### config.mk
export PLATFORM = sky130hd
export DESIGN_NAME = count_mod9_ctrl
export DESIGN_NICKNAME = d
export VERILOG_FILES = /design/src/rtl/count_mod9_ctrl.sv
export SDC_FILE = /design/constraint.sdc
export NUM_CORES = 1
export LEC_CHECK = 0
export BUFFER_PORTS_ARGS = -buffer_cell sky130_fd_sc_hd__buf_2
export CORE_ASPECT_RATIO = 1.1
export CORE_MARGIN = 2
export CORE_UTILIZATION = 45
export DETAILED_ROUTE_END_ITERATION = 16
export GPL_TIMING_DRIVEN = 0
export PLACE_DENSITY_LB_ADDON = 0.15
export SLEW_MARGIN = 25
export SYNTH_ARGS = -nofsm -noshare
export SYNTH_HDL_FRONTEND = slang
export SYNTH_SLANG_ARGS = --single-unit
### constraint.sdc
create_clock -name clk -period 5 [get_ports clk]
set_clock_uncertainty 0.05 [all_clocks]
set_input_delay 1 -clock clk [delete_from_list [all_inputs] [get_ports clk]]
set_output_delay 1 -clock clk [all_outputs]
set_load 0.01 [all_outputs]
### src/rtl/count_mod9_ctrl.sv
// count_mod9_ctrl
// Command front-end for the mod-9 counter. It turns raw push-buttons and
// switches into the counter's mode/load_val command interface.
//
// Processing chain:
//   - Each button passes through a 2-flop synchronizer.
//   - A per-button debouncer accepts a level change only after
//     DEBOUNCE_CYCLES consecutive differing samples.
//   - A debounced 0->1 transition becomes a one-cycle press event.
//   - Press events drive a small run-state FSM.
//   - A free-running prescaler produces a one-cycle tick every TICK_DIV
//     cycles. UP/DOWN commands are only issued on tick cycles.
//
// Ports:
//   clk          system clock
//   async_reset  asynchronous, active-high reset (clears everything)
//   sync_reset   synchronous, active-high clear (everything except the
//                synchronizer flops)
//   btn_inc      raw button: run counting up
//   btn_dec      raw button: run counting down by 2
//   btn_load     raw button: load sw_val
//   btn_stop     raw button: stop
//   sw_val[3:0]  raw, quasi-static value to load
//   mode[1:0]    counter command: STOP=00, INC=01, LOAD=10, DEC2=11
//   load_val[3:0] value to load, always 0..8
//   tick         one-cycle pulse, once every TICK_DIV cycles
//   state[1:0]   FSM state: IDLE=00, UP=01, LOAD=10, DOWN=11
module count_mod9_ctrl #(
    parameter int TICK_DIV        = 50000000,
    parameter int DEBOUNCE_CYCLES = 500000
) (
    input  logic       clk,
    input  logic       async_reset,
    input  logic       sync_reset,
    input  logic       btn_inc,
    input  logic       btn_dec,
    input  logic       btn_load,
    input  logic       btn_stop,
    input  logic [3:0] sw_val,
    output logic [1:0] mode,
    output logic [3:0] load_val,
    output logic       tick,
    output logic [1:0] state
);

    localparam int PW = (TICK_DIV > 1) ? $clog2(TICK_DIV) : 1;
    localparam int DW = (DEBOUNCE_CYCLES > 1) ? $clog2(DEBOUNCE_CYCLES) : 1;
    localparam logic [PW-1:0] PRESC_LAST = PW'(TICK_DIV - 1);
    localparam logic [DW-1:0] DEB_LAST   = DW'(DEBOUNCE_CYCLES - 1);

    // Bit positions of the buttons inside the packed button vectors.
    localparam int B_INC  = 0;
    localparam int B_DEC  = 1;
    localparam int B_LOAD = 2;
    localparam int B_STOP = 3;

    localparam logic [1:0] M_STOP = 2'b00;
    localparam logic [1:0] M_INC  = 2'b01;
    localparam logic [1:0] M_LOAD = 2'b10;
    localparam logic [1:0] M_DEC2 = 2'b11;

    typedef enum logic [1:0] {
        S_IDLE = 2'b00,
        S_UP   = 2'b01,
        S_LOAD = 2'b10,
        S_DOWN = 2'b11
    } state_e;

    // Fold a 4-bit switch value into the counter's 0..8 range.
    function automatic logic [3:0] wrap9(input logic [3:0] v);
        return (v > 4'd8) ? (v - 4'd9) : v;
    endfunction

    logic [3:0] btn_raw;
    assign btn_raw = {btn_stop, btn_load, btn_dec, btn_inc};

    // ------------------------------------------------------------------
    // Synchronizer
    // ------------------------------------------------------------------
    logic [3:0] meta_q;
    logic [3:0] sync_q;
    // Marks when sync_q holds real samples rather than reset zeros.
    logic [1:0] sync_vld_q;

    always_ff @(posedge clk or posedge async_reset) begin
        if (async_reset) begin
            meta_q     <= '0;
            sync_q     <= '0;
            sync_vld_q <= '0;
        end else begin
            meta_q     <= btn_raw;
            sync_q     <= meta_q;
            sync_vld_q <= {sync_vld_q[0], 1'b1};
        end
    end

    // ------------------------------------------------------------------
    // Debounce, press detection
    // ------------------------------------------------------------------
    logic [DW-1:0] deb_cnt_q [4];
    logic [DW-1:0] deb_cnt_d [4];
    logic [3:0]    deb_lvl_q, deb_lvl_d;
    logic [3:0]    arm_q, arm_d;
    logic [3:0]    evt_q, evt_d;

    always_comb begin
        for (int i = 0; i < 4; i++) begin
            deb_cnt_d[i] = '0;
            deb_lvl_d[i] = deb_lvl_q[i];
            if (sync_q[i] != deb_lvl_q[i]) begin
                if (deb_cnt_q[i] == DEB_LAST) begin
                    deb_lvl_d[i] = ~deb_lvl_q[i];
                end else begin
                    deb_cnt_d[i] = deb_cnt_q[i] + 1'b1;
                end
            end
        end
        // A button is armed once it has been seen released after reset.
        // This keeps a button that is held through a reset from producing
        // an event until it is released and pressed again.
        arm_d = arm_q | ({4{sync_vld_q[1]}} & ~sync_q & ~deb_lvl_q);
        evt_d = deb_lvl_d & ~deb_lvl_q & arm_q;
    end

    // ------------------------------------------------------------------
    // Prescaler, FSM, command outputs
    // ------------------------------------------------------------------
    logic [PW-1:0] presc_q, presc_d;
    logic          tick_q, tick_d;
    state_e        state_q, state_d;
    logic [1:0]    mode_q, mode_d;
    logic [3:0]    load_val_q, load_val_d;

    always_comb begin
        presc_d    = (presc_q == PRESC_LAST) ? '0 : presc_q + 1'b1;
        tick_d     = (presc_q == PRESC_LAST);
        state_d    = state_q;
        load_val_d = load_val_q;

        // LOAD is a single-cycle state and swallows any events that
        // arrive during it. Otherwise the highest-priority event wins:
        // stop > load > dec > inc. inc in UP and dec in DOWN leave the
        // state unchanged.
        if (state_q == S_LOAD) begin
            state_d = S_IDLE;
        end else if (evt_q[B_STOP]) begin
            state_d = S_IDLE;
        end else if (evt_q[B_LOAD]) begin
            state_d    = S_LOAD;
            load_val_d = wrap9(sw_val);
        end else if (evt_q[B_DEC]) begin
            state_d = S_DOWN;
        end else if (evt_q[B_INC]) begin
            state_d = S_UP;
        end

        // mode is derived from the next state and next tick so that it
        // stays aligned with the registered state/tick outputs.
        mode_d = M_STOP;
        if (state_d == S_LOAD) begin
            mode_d = M_LOAD;
        end else if (tick_d && state_d == S_UP) begin
            mode_d = M_INC;
        end else if (tick_d && state_d == S_DOWN) begin
            mode_d = M_DEC2;
        end
    end

    always_ff @(posedge clk or posedge async_reset) begin
        if (async_reset) begin
            for (int i = 0; i < 4; i++) deb_cnt_q[i] <= '0;
            deb_lvl_q  <= '0;
            arm_q      <= '0;
            evt_q      <= '0;
            presc_q    <= '0;
            tick_q     <= 1'b0;
            state_q    <= S_IDLE;
            mode_q     <= M_STOP;
            load_val_q <= '0;
        end else if (sync_reset) begin
            for (int i = 0; i < 4; i++) deb_cnt_q[i] <= '0;
            deb_lvl_q  <= '0;
            arm_q      <= '0;
            evt_q      <= '0;
            presc_q    <= '0;
            tick_q     <= 1'b0;
            state_q    <= S_IDLE;
            mode_q     <= M_STOP;
            load_val_q <= '0;
        end else begin
            for (int i = 0; i < 4; i++) deb_cnt_q[i] <= deb_cnt_d[i];
            deb_lvl_q  <= deb_lvl_d;
            arm_q      <= arm_d;
            evt_q      <= evt_d;
            presc_q    <= presc_d;
            tick_q     <= tick_d;
            state_q    <= state_d;
            mode_q     <= mode_d;
            load_val_q <= load_val_d;
        end
    end

    assign mode     = mode_q;
    assign load_val = load_val_q;
    assign tick     = tick_q;
    assign state    = state_q;

endmodule

== After elaboration in Yosys (flattened, before gate mapping) ==
Cells that the tools add are included.

* Register bits: 133
* Input bits: 11
* Word-level logic and storage cells: 90

* Add/subtract/negate cells: 6
* Order comparisons: 1
* Equality and inequality tests: 15
* Multiplexer cells: 38
* Bitwise gates (word level): 11
* Reduce and logical (&&, ||, !) cells: 4

{| class="wikitable"
|+ Operators with widths
! operator !! count
|-
| $mux W19 || 8
|-
| $add A19 B1 Y19 const B || 4
|-
| $eq A19 B19 Y1 const B || 4
|-
| $mux W76 || 1
|-
| $mux W26 || 2
|-
| $mux W4 || 8
|-
| $add A26 B1 Y26 const B || 1
|-
| $eq A26 B26 Y1 const B || 1
|-
| $mux W2 || 10
|-
| $and A4 B4 Y4 || 4
|-
| $mux W1 || 9
|-
| $not A4 Y4 || 2
|-
| $eq A2 B2 Y1 const B || 3
|-
| $gt A4 B4 Y1 const B || 1
|-
| $ne A1 B1 Y1 || 4
|-
| $ne A2 B2 Y1 const B || 2
|-
| $not A1 Y1 || 4
|-
| $or A4 B4 Y4 || 1
|-
| $sub A4 B4 Y4 const B || 1
|-
| $reduce_and A3 Y1 || 1
|-
| $eq A2 B1 Y1 const B || 1
|-
| $logic_and A1 B1 Y1 || 2
|-
| $reduce_bool A2 Y1 || 1
|}

== Logic depth before layout (Yosys ltp) ==
Gate-level depths: netlist (run 1).

* Word-level depth: 11
* Mapped depth: 7

== Worst setup path before layout (run 1) ==
OpenSTA, ideal clock, no wires.

* Path kind: input-to-reg
* Start: input sync_reset
* End: register deb_cnt_q[65] (netlist bit)
* Library setup time: 0.132 ns
* Arrival time: 1.962 ns
* Required time: 4.818 ns
* Path slack: 2.856 ns
* Stages: 5
* Buffers on the path: 2
* Path through: clkbuf_1 nand2b_1 o21bai_1 clkbuf_1 nor2_1

* Longest elaborated chain between the ends: 1

{| class="wikitable"
|+ RTL lines
! element !! RTL line !! source
|-
| start: declaration || 34 || <nowiki>input logic sync_reset,</nowiki>
|-
| $mux W76 || 180 || <nowiki>end else if (sync_reset) begin</nowiki>
|-
| end: declaration || 100 || <nowiki>logic [DW-1:0] deb_cnt_q [4];</nowiki>
|}

No other way between the ends.
A chain may end at the register's enable or synchronous reset.

== Worst setup path in the final report (run 1) ==
* Start: register deb_cnt_q[19] (netlist bit)
* End: register deb_cnt_q[26] (netlist bit)

* Longest elaborated chain between the ends: 4
* Elaborated cells between the ends (all ways): 5

{| class="wikitable"
|+ RTL lines
! element !! RTL line !! source
|-
| $add A19 B1 Y19 or $eq A19 B19 Y1 (tied branches) || 114, 111 ||
|-
| $mux W19 (*) || 111 || <nowiki>if (deb_cnt_q[i] == DEB_LAST) begin</nowiki>
|-
| $mux W19 (*) || 110 || <nowiki>if (sync_q[i] != deb_lvl_q[i]) begin</nowiki>
|-
| $mux W76 (*) || 180 ||
|}

Every way passes the cells marked *; elsewhere a longest branch is shown, timed or not.

==> out/metrics.cfg, run 1 <==
[worst_setup_path]
crit_fanout=10
crit_type=flop to flop
crit_required_ns=5.25
critPathLaunchType=flop
arrival_ns=2.64
critPathCaptureType=flop

[synth]
syn_nets=677
ys_warn_count=0
syn_inst=660
yosysSeqAreaShare_pct=52.29
synth_edf_count=0
synth_top_cell_by_area=dfrtp_1
syn_area_um2=6365
async_flop_share_pct=100.0
synth-seq-cells=133
synth_area_per_cell_um2=9.644
synthFlopType=dfrtp_1
yosys-top-cells-area=dfrtp_1, xnor2_1, nor2_1
ys_types=47
synth_top_cell_area_share_pct=52.29

[floorplanning]
die-area_um2=15110
core_um2=13790
die_w_um=117.4
die_h_um=128.7
io_pins=20
row_count=45
start_util_pct=46.14

[clock_network]
cts_root_buffer=clkbuf_16
cts_resized=0
clkSinkCount=133
hold_buffers=0
post_cts_buffers=0
cts_tree=yes
cts_max_level=4
cts_buffers=17
clkSlewWorstSetupHoldPaths_ns=0.06
insertion_delay_ns=0.42
cts.path.max_buffers=2

[place]
dp_slack_ns=2.293
place_hpwl_um=8653
port_buffers=18
placed_area_um2=6725
gp_congestion=0.8262

[final_layout]
n_fill_cell=1246
drive_gt1_share_pct=10.13
area_growth_syn_to_layout_pct=15.47
final_cell_mix=dfrtp_1, nor2_1, xnor2_1
final_common_cell=dfrtp_1
diodes=0
num-nets-final=715
final_cell_area_um2=7350

[sta]
final-setup-viol-count=0
rsz0062_at_grt=false
period_needed_ns=2.399
setup_ws_ns=2.601
maxSlewViolCount=0
relSlewSlack_pct=44.22
clock.fmax_ghz=0.4169
min_period_over_period_pct=47.97
hold_viol=0
worstMarginPinSlew_ns=0.8317

[routing]
drc=0
viasPerCell=5.492
drtIter0Drc=346
wl_um=12720
num_vias=4937
ant_nets=0
firstDrtPassIters=4
post_drt_wl_per_cell_um=14.15

[grt]
grt_overflow_total=0
grt_pass1_vias=4947
grt_first_pass_wirelength_um=22620
antenna_found_initial=0
grt_usage_pct=18.36
grt_max_degree=77

[flow_run]
maxCapViolations=0

[min_path]
hold_class=flop to flop

[power_and_ir_drop]
leakage_nw=2.857
power_density_nw_per_um2=336.2
irDropWorstVdd_v=0.0002366

[status]
status=completed

==> sequential cells by signal, summed over array words and instances, names as in the netlist <==
signal / count
presc_q: 26
evt_q: 4
meta_q: 4
load_val: 4
mode: 2
deb_lvl_q: 4
state: 2
arm_q: 4
sync_q: 4
tick: 1
sync_vld_q: 2
deb_cnt_q: 76
==> through the flow <==
| stage | setup TNS [ns] | hold slack (ns) | utilization, % | total power, W | instances |
|---|---|---|---|---|---|
| final | 0 | 0.3097 | 53.28 | 0.002471 | 899 |
| after global routing | 0 | 0.3221 | 53.28 | 0.002560 | 899 |
| after CTS | 0 | 0.3091 | 53.28 | 0.002502 | 899 |
| after detailed placement | 0 | 0.2873 | 48.75 | 0.001187 | 867 |
| after global placement | -150.46 | 0.2835 | 48.50 | 0.001182 | 866 |
| after floorplan | 0 | 0.2812 | - | 0.001160 | 660 |
==> power breakdown <==
group	internal, W	total, W	switching, W
combinational	0.0000181	0.0000677	0.0000496
clock	0.000844	0.00131	0.000462
sequential	0.00109	0.00110	0.00000923
total	0.00195	0.00247	0.000521
==> area by class of cell <==
cell class | count | area, um^2 | area share, %
clock inverters | 13 | 181.4 | 2.469
plain buffers | 15 | 63.81 | 0.8682
repair buffers | 19 | 117.6 | 1.600
flip-flops and latches | 133 | 3328 | 45.28
well taps | 188 | 235.2 | 3.201
inverters | 35 | 138.9 | 1.890
clock buffers | 19 | 442.9 | 6.027
multi-input cells | 477 | 2841 | 38.66
==> kinds of logic (layout without fill, tap and decap cells) <==
family | Yosys count | after routing | synth area share [%]
compound gates | 81 | 81 | 7.706
xor+xnor | 69 | 69 | 9.495
fa+ha+maj | 6 | 6 | 1.179
buf+inv | 50 | 101 | 3.067
flops | 133 | 133 | 52.29
mux | 1 | 1 | 0.1573
other cells | 1 | 1 | 0.05892
simple gates | 319 | 319 | 26.05
==> routing by layer <==
layer	share of wire, %	wire length, um	track usage [%]
met1	47	5924	22.74
met2	49	6189	31.34
met3	3.3	420	4.344
met4	1.5	187	7.371
met5	0	0	0
==> cell usage after synthesis (2+ instances only) <==
| cell | number |
|---|---|
| nand2_1 | 30 |
| nor4b_1 | 3 |
| nor3_1 | 16 |
| or4_1 | 13 |
| a21oi_1 | 35 |
| o31ai_1 | 11 |
| nor4bb_1 | 5 |
| nor2_1 | 106 |
| or4b_2 | 2 |
| clkbuf_1 | 9 |
| nand4_1 | 23 |
| nor4_1 | 24 |
| nand4b_1 | 2 |
| buf_2 | 6 |
| and4_1 | 3 |
| o21a_1 | 3 |
| and3_1 | 13 |
| nand2b_1 | 3 |
| xnor2_1 | 51 |
| o21ai_0 | 13 |
| o21ba_2 | 2 |
| inv_1 | 35 |
| a31o_2 | 2 |
| nand3_1 | 47 |
| o21bai_1 | 2 |
| o21ai_1 | 3 |
| xor2_1 | 18 |
| o211ai_1 | 2 |
| ha_1 | 6 |
| dfrtp_1 | 133 |
| or2_2 | 5 |
| or3_1 | 17 |
| a211oi_1 | 3 |
==> worst max-delay path, stage by stage (launching register included) <==
cell,delay (ns)
dfrtp_1,0.41
ha_1,0.22
and3_1,0.17
clkbuf_1,0.27
nand3_1,0.19
o21ai_1,0.55
buf_2,0.33
nor2_1,0.08
==> path summary, 6_finish.rpt <==
check                                        start                       to  slack [ns]  cells after the start
setup / recovery           deb_cnt_q[19]$_DFF_PP0_  deb_cnt_q[26]$_DFF_PP0_        2.60                      7
hold / removal                 meta_q[0]$_DFF_PP0_      sync_q[0]$_DFF_PP0_        0.31                      0
max in group asynchronous              async_reset   deb_cnt_q[5]$_DFF_PP0_        3.66                      3
min in group asynchronous              async_reset  deb_cnt_q[50]$_DFF_PP0_        0.54                      2
hold reg to reg                meta_q[0]$_DFF_PP0_      sync_q[0]$_DFF_PP0_        0.31                      0
setup reg to reg           deb_cnt_q[19]$_DFF_PP0_  deb_cnt_q[26]$_DFF_PP0_        2.60                      7
Note: power is estimated with default switching activity, not from simulation.
==> run 2, diff against run 1 <==
--- a/config.mk
+++ b/config.mk
@@ -5,6 +5,7 @@
 export SDC_FILE = /design/constraint.sdc
 export NUM_CORES = 1
 export LEC_CHECK = 0
+export ABC_AREA = 1
 export BUFFER_PORTS_ARGS = -buffer_cell sky130_fd_sc_hd__buf_2
 export CORE_ASPECT_RATIO = 1.1
 export CORE_MARGIN = 2
==> constraint.sdc (replaced) <==
create_clock -name clk -period 1.95 [get_ports clk]
set_clock_uncertainty 0.05 [all_clocks]
set_input_delay 0.39 -clock clk [delete_from_list [all_inputs] [get_ports clk]]
set_output_delay 0.39 -clock clk [all_outputs]
set_load 0.01 [all_outputs]
==> run 2 against run 1 <==
Effect of this change: setup slack worse by 2.4 ns; die area grew 15%; design area is 14% higher; clock-buffer cell count is 7 higher; via count rose by 20%; critical path depth increased by 1; highest routed layer unchanged.
==> out/metrics.cfg, run 2 <==
[routing]
viasPerCell=4.806  ; -12%
ant_nets=0  ; unchanged
wl_um=15200  ; +19%
drc=0  ; unchanged
num_vias=5930  ; +20%
post_drt_wl_per_cell_um=12.32  ; -13%
firstDrtPassIters=5  ; +1
drtIter0Drc=384  ; +11%

[synth]
syn_nets=996  ; +47%
synth_top_cell_area_share_pct=45.42  ; -6.9 points
synthFlopType=dfrtp_1
yosysMostFrequentCell=nor2_1
synth_top_cell_by_area=dfrtp_1
ys_warn_count=0  ; unchanged
synth_edf_count=0  ; unchanged
syn_inst=979  ; +48%
yosys-top-cells-area=dfrtp_1, nor2_1, nand2_1
ys_top_cells_by_count=nor2_1, nand2_1, dfrtp_1
syn_area_um2=7328  ; +15%
ys_types=36  ; -23%
yosysSeqAreaShare_pct=45.42  ; -6.9 points
synth_area_per_cell_um2=7.485  ; -22%
async_flop_share_pct=100.0  ; unchanged
synth-seq-cells=133  ; unchanged

[grt]
grt_pass1_vias=5918  ; +20%
grt_overflow_total=0  ; unchanged
grt_usage_pct=19.15  ; +0.79 points
grt_first_pass_wirelength_um=27010  ; +19%
grt_max_degree=32  ; -58%
antenna_found_initial=0  ; unchanged

[final_layout]
area_growth_syn_to_layout_pct=14.34
seq_area_um2=3328  ; unchanged
drive_gt1_share_pct=12.48  ; +2.3 points
regMostFlops=deb_cnt_q
diodes=0  ; unchanged
multiInputGateArea_um2=3443  ; +21%
reg_top3=deb_cnt_q (76), presc_q (26)
final_common_cell=nor2_1
largest_register_ffs=76  ; unchanged
n_fill_cell=1533  ; +23%
final_cell_area_um2=8379  ; +14%
final_cell_mix=nor2_1, nand2_1, dfrtp_1
num-nets-final=1040  ; +45%

[floorplanning]
die-area_um2=17320  ; +15%
start_util_pct=46.40  ; +0.26 points
die_h_um=137.8  ; +7.1%
die_w_um=125.7  ; +7.1%
core_um2=15800  ; +15%
row_count=48  ; +6.7%
io_pins=20  ; unchanged

[power_and_ir_drop]
leakage_nw=3.694  ; +29%
power_w=0.006129  ; +150%
irDropWorstVdd_v=0.0006123  ; +160%
power_density_nw_per_um2=731.5  ; +120%

[sta]
min_period_over_period_pct=90.39  ; +42 points
maxSlewViolCount=0  ; unchanged
period_needed_ns=1.763  ; -0.6362 ns
relSlewSlack_pct=64.68  ; +20 points
worstMarginPinSlew_ns=0.5278  ; -0.3039 ns
hold_viol=0  ; unchanged
rsz0062_at_grt=false
final-setup-viol-count=0  ; unchanged
clock.fmax_ghz=0.5674  ; +36%

[status]
status=completed

[clock_network]
cts_max_level=4  ; unchanged
cts_buffers=17  ; unchanged
cts_root_buffer=clkbuf_16
cts.path.max_buffers=2  ; unchanged
cts_tree=yes
insertion_delay_ns=0.41  ; about the same
cts_resized=0  ; unchanged
clkSlewWorstSetupHoldPaths_ns=0.05  ; about the same
clkSinkCount=133  ; unchanged

[worst_setup_path]
arrival_ns=2.05  ; -0.59 ns
critPathLaunchType=flop
crit_required_ns=2.24  ; -3.01 ns
critPathCaptureType=flop
crit_type=flop to flop
crit_fanout=6  ; -4

[place]
gp_congestion=0.8661  ; +4.8%
port_buffers=19  ; +1
place_hpwl_um=11410  ; +32%
placed_area_um2=7800  ; +16%

[min_path]
hold_class=input pin to flop

[flow_run]
maxCapViolations=0  ; unchanged

==> run 2: repair_timing <==
item	4_1_cts	5_1_grt
endpoints found under the hold margin	18	0
endpoints found under the setup margin	0	0
hold buffers	1	0
setup buffers	0	0
==> run 2: kinds of logic after synthesis <==
family	after synthesis	share of synthesized area, %
AOI/OAI and AO/OA	41	3.329
adders and majority gates	6	1.024
xor gates and xnor gates	42	5.020
DFF	133	45.42
other	1	0.05117
and+or+nand+nor	619	37.56
buffers and inverters	137	7.598
==> run 2: worst max-delay path: stages, from the launching register on <==
cell,delay (ns)
dfrtp_1,0.41
ha_1,0.27
nand2_1,0.12
inv_1,0.08
nand3_1,0.09
nor2_1,0.06
nor2_1,0.41
nand2_1,0.09
nor2_1,0.11
==> run 2: per-layer routing <==
layer / part of all wire, % / vias to the layer above / GRT usage, %
met4: 1.4 / 0 / 6.543
met5: 0 / - / 0
li1: - / 3137 / -
met2: 49 / 53 / 32.85
met1: 48 / 2721 / 24.43
met3: 2.2 / 19 / 3.650
==> run 2: area by class of cell <==
class / count / share of cell area [%]
clock inverters: 4 / 0.8362
multi-input cells: 709 / 41.09
clock buffers: 26 / 5.958
flip-flops and latches: 133 / 39.72
well taps: 200 / 2.986
inverters: 131 / 5.943
plain buffers: 6 / 0.7466
repair buffers: 25 / 2.718
==> run 2: final timing paths <==
path,to,cells past startpoint,start,slack (ns)
min reg2reg,sync_vld_q[1]$_DFF_PP0_,0,sync_vld_q[0]$_DFF_PP0_,0.29
max reg2reg,presc_q[22]$_DFF_PP0_,8,presc_q[0]$_DFF_PP0_,0.19
min,meta_q[0]$_DFF_PP0_,1,btn_inc,0.03
max in group asynchronous,presc_q[15]$_DFF_PP0_,5,async_reset,0.64
min in group asynchronous,deb_cnt_q[39]$_DFF_PP0_,3,async_reset,0.51
max,presc_q[22]$_DFF_PP0_,8,presc_q[0]$_DFF_PP0_,0.19
==> run 2: through the flow <==
step | util (%) | hold slack (ns) | cells | setup TNS (ns) | setup WS (ns)
2_1_floorplan | - | 0.2812 | 979 | -18.78 | -0.1412
3_3_place_gp | 48.61 | 0.2826 | 1198 | -144.99 | -1.098
3_5_place_dp | 49.38 | 0.2856 | 1203 | 0 | 0.1967
4_1_cts | 53.05 | 0.01411 | 1234 | 0 | 0.1862
5_1_grt | 53.05 | 0.01502 | 1234 | 0 | 0.003031
6_report | 53.05 | 0.03277 | 1234 | 0 | 0.1875
==> run 2: where the power goes <==
| part | internal [W] | switching [W] |
|---|---|---|
| clock network | 0.00200 | 0.00109 |
| logic | 0.0000789 | 0.000148 |
| registers | 0.00279 | 0.0000222 |
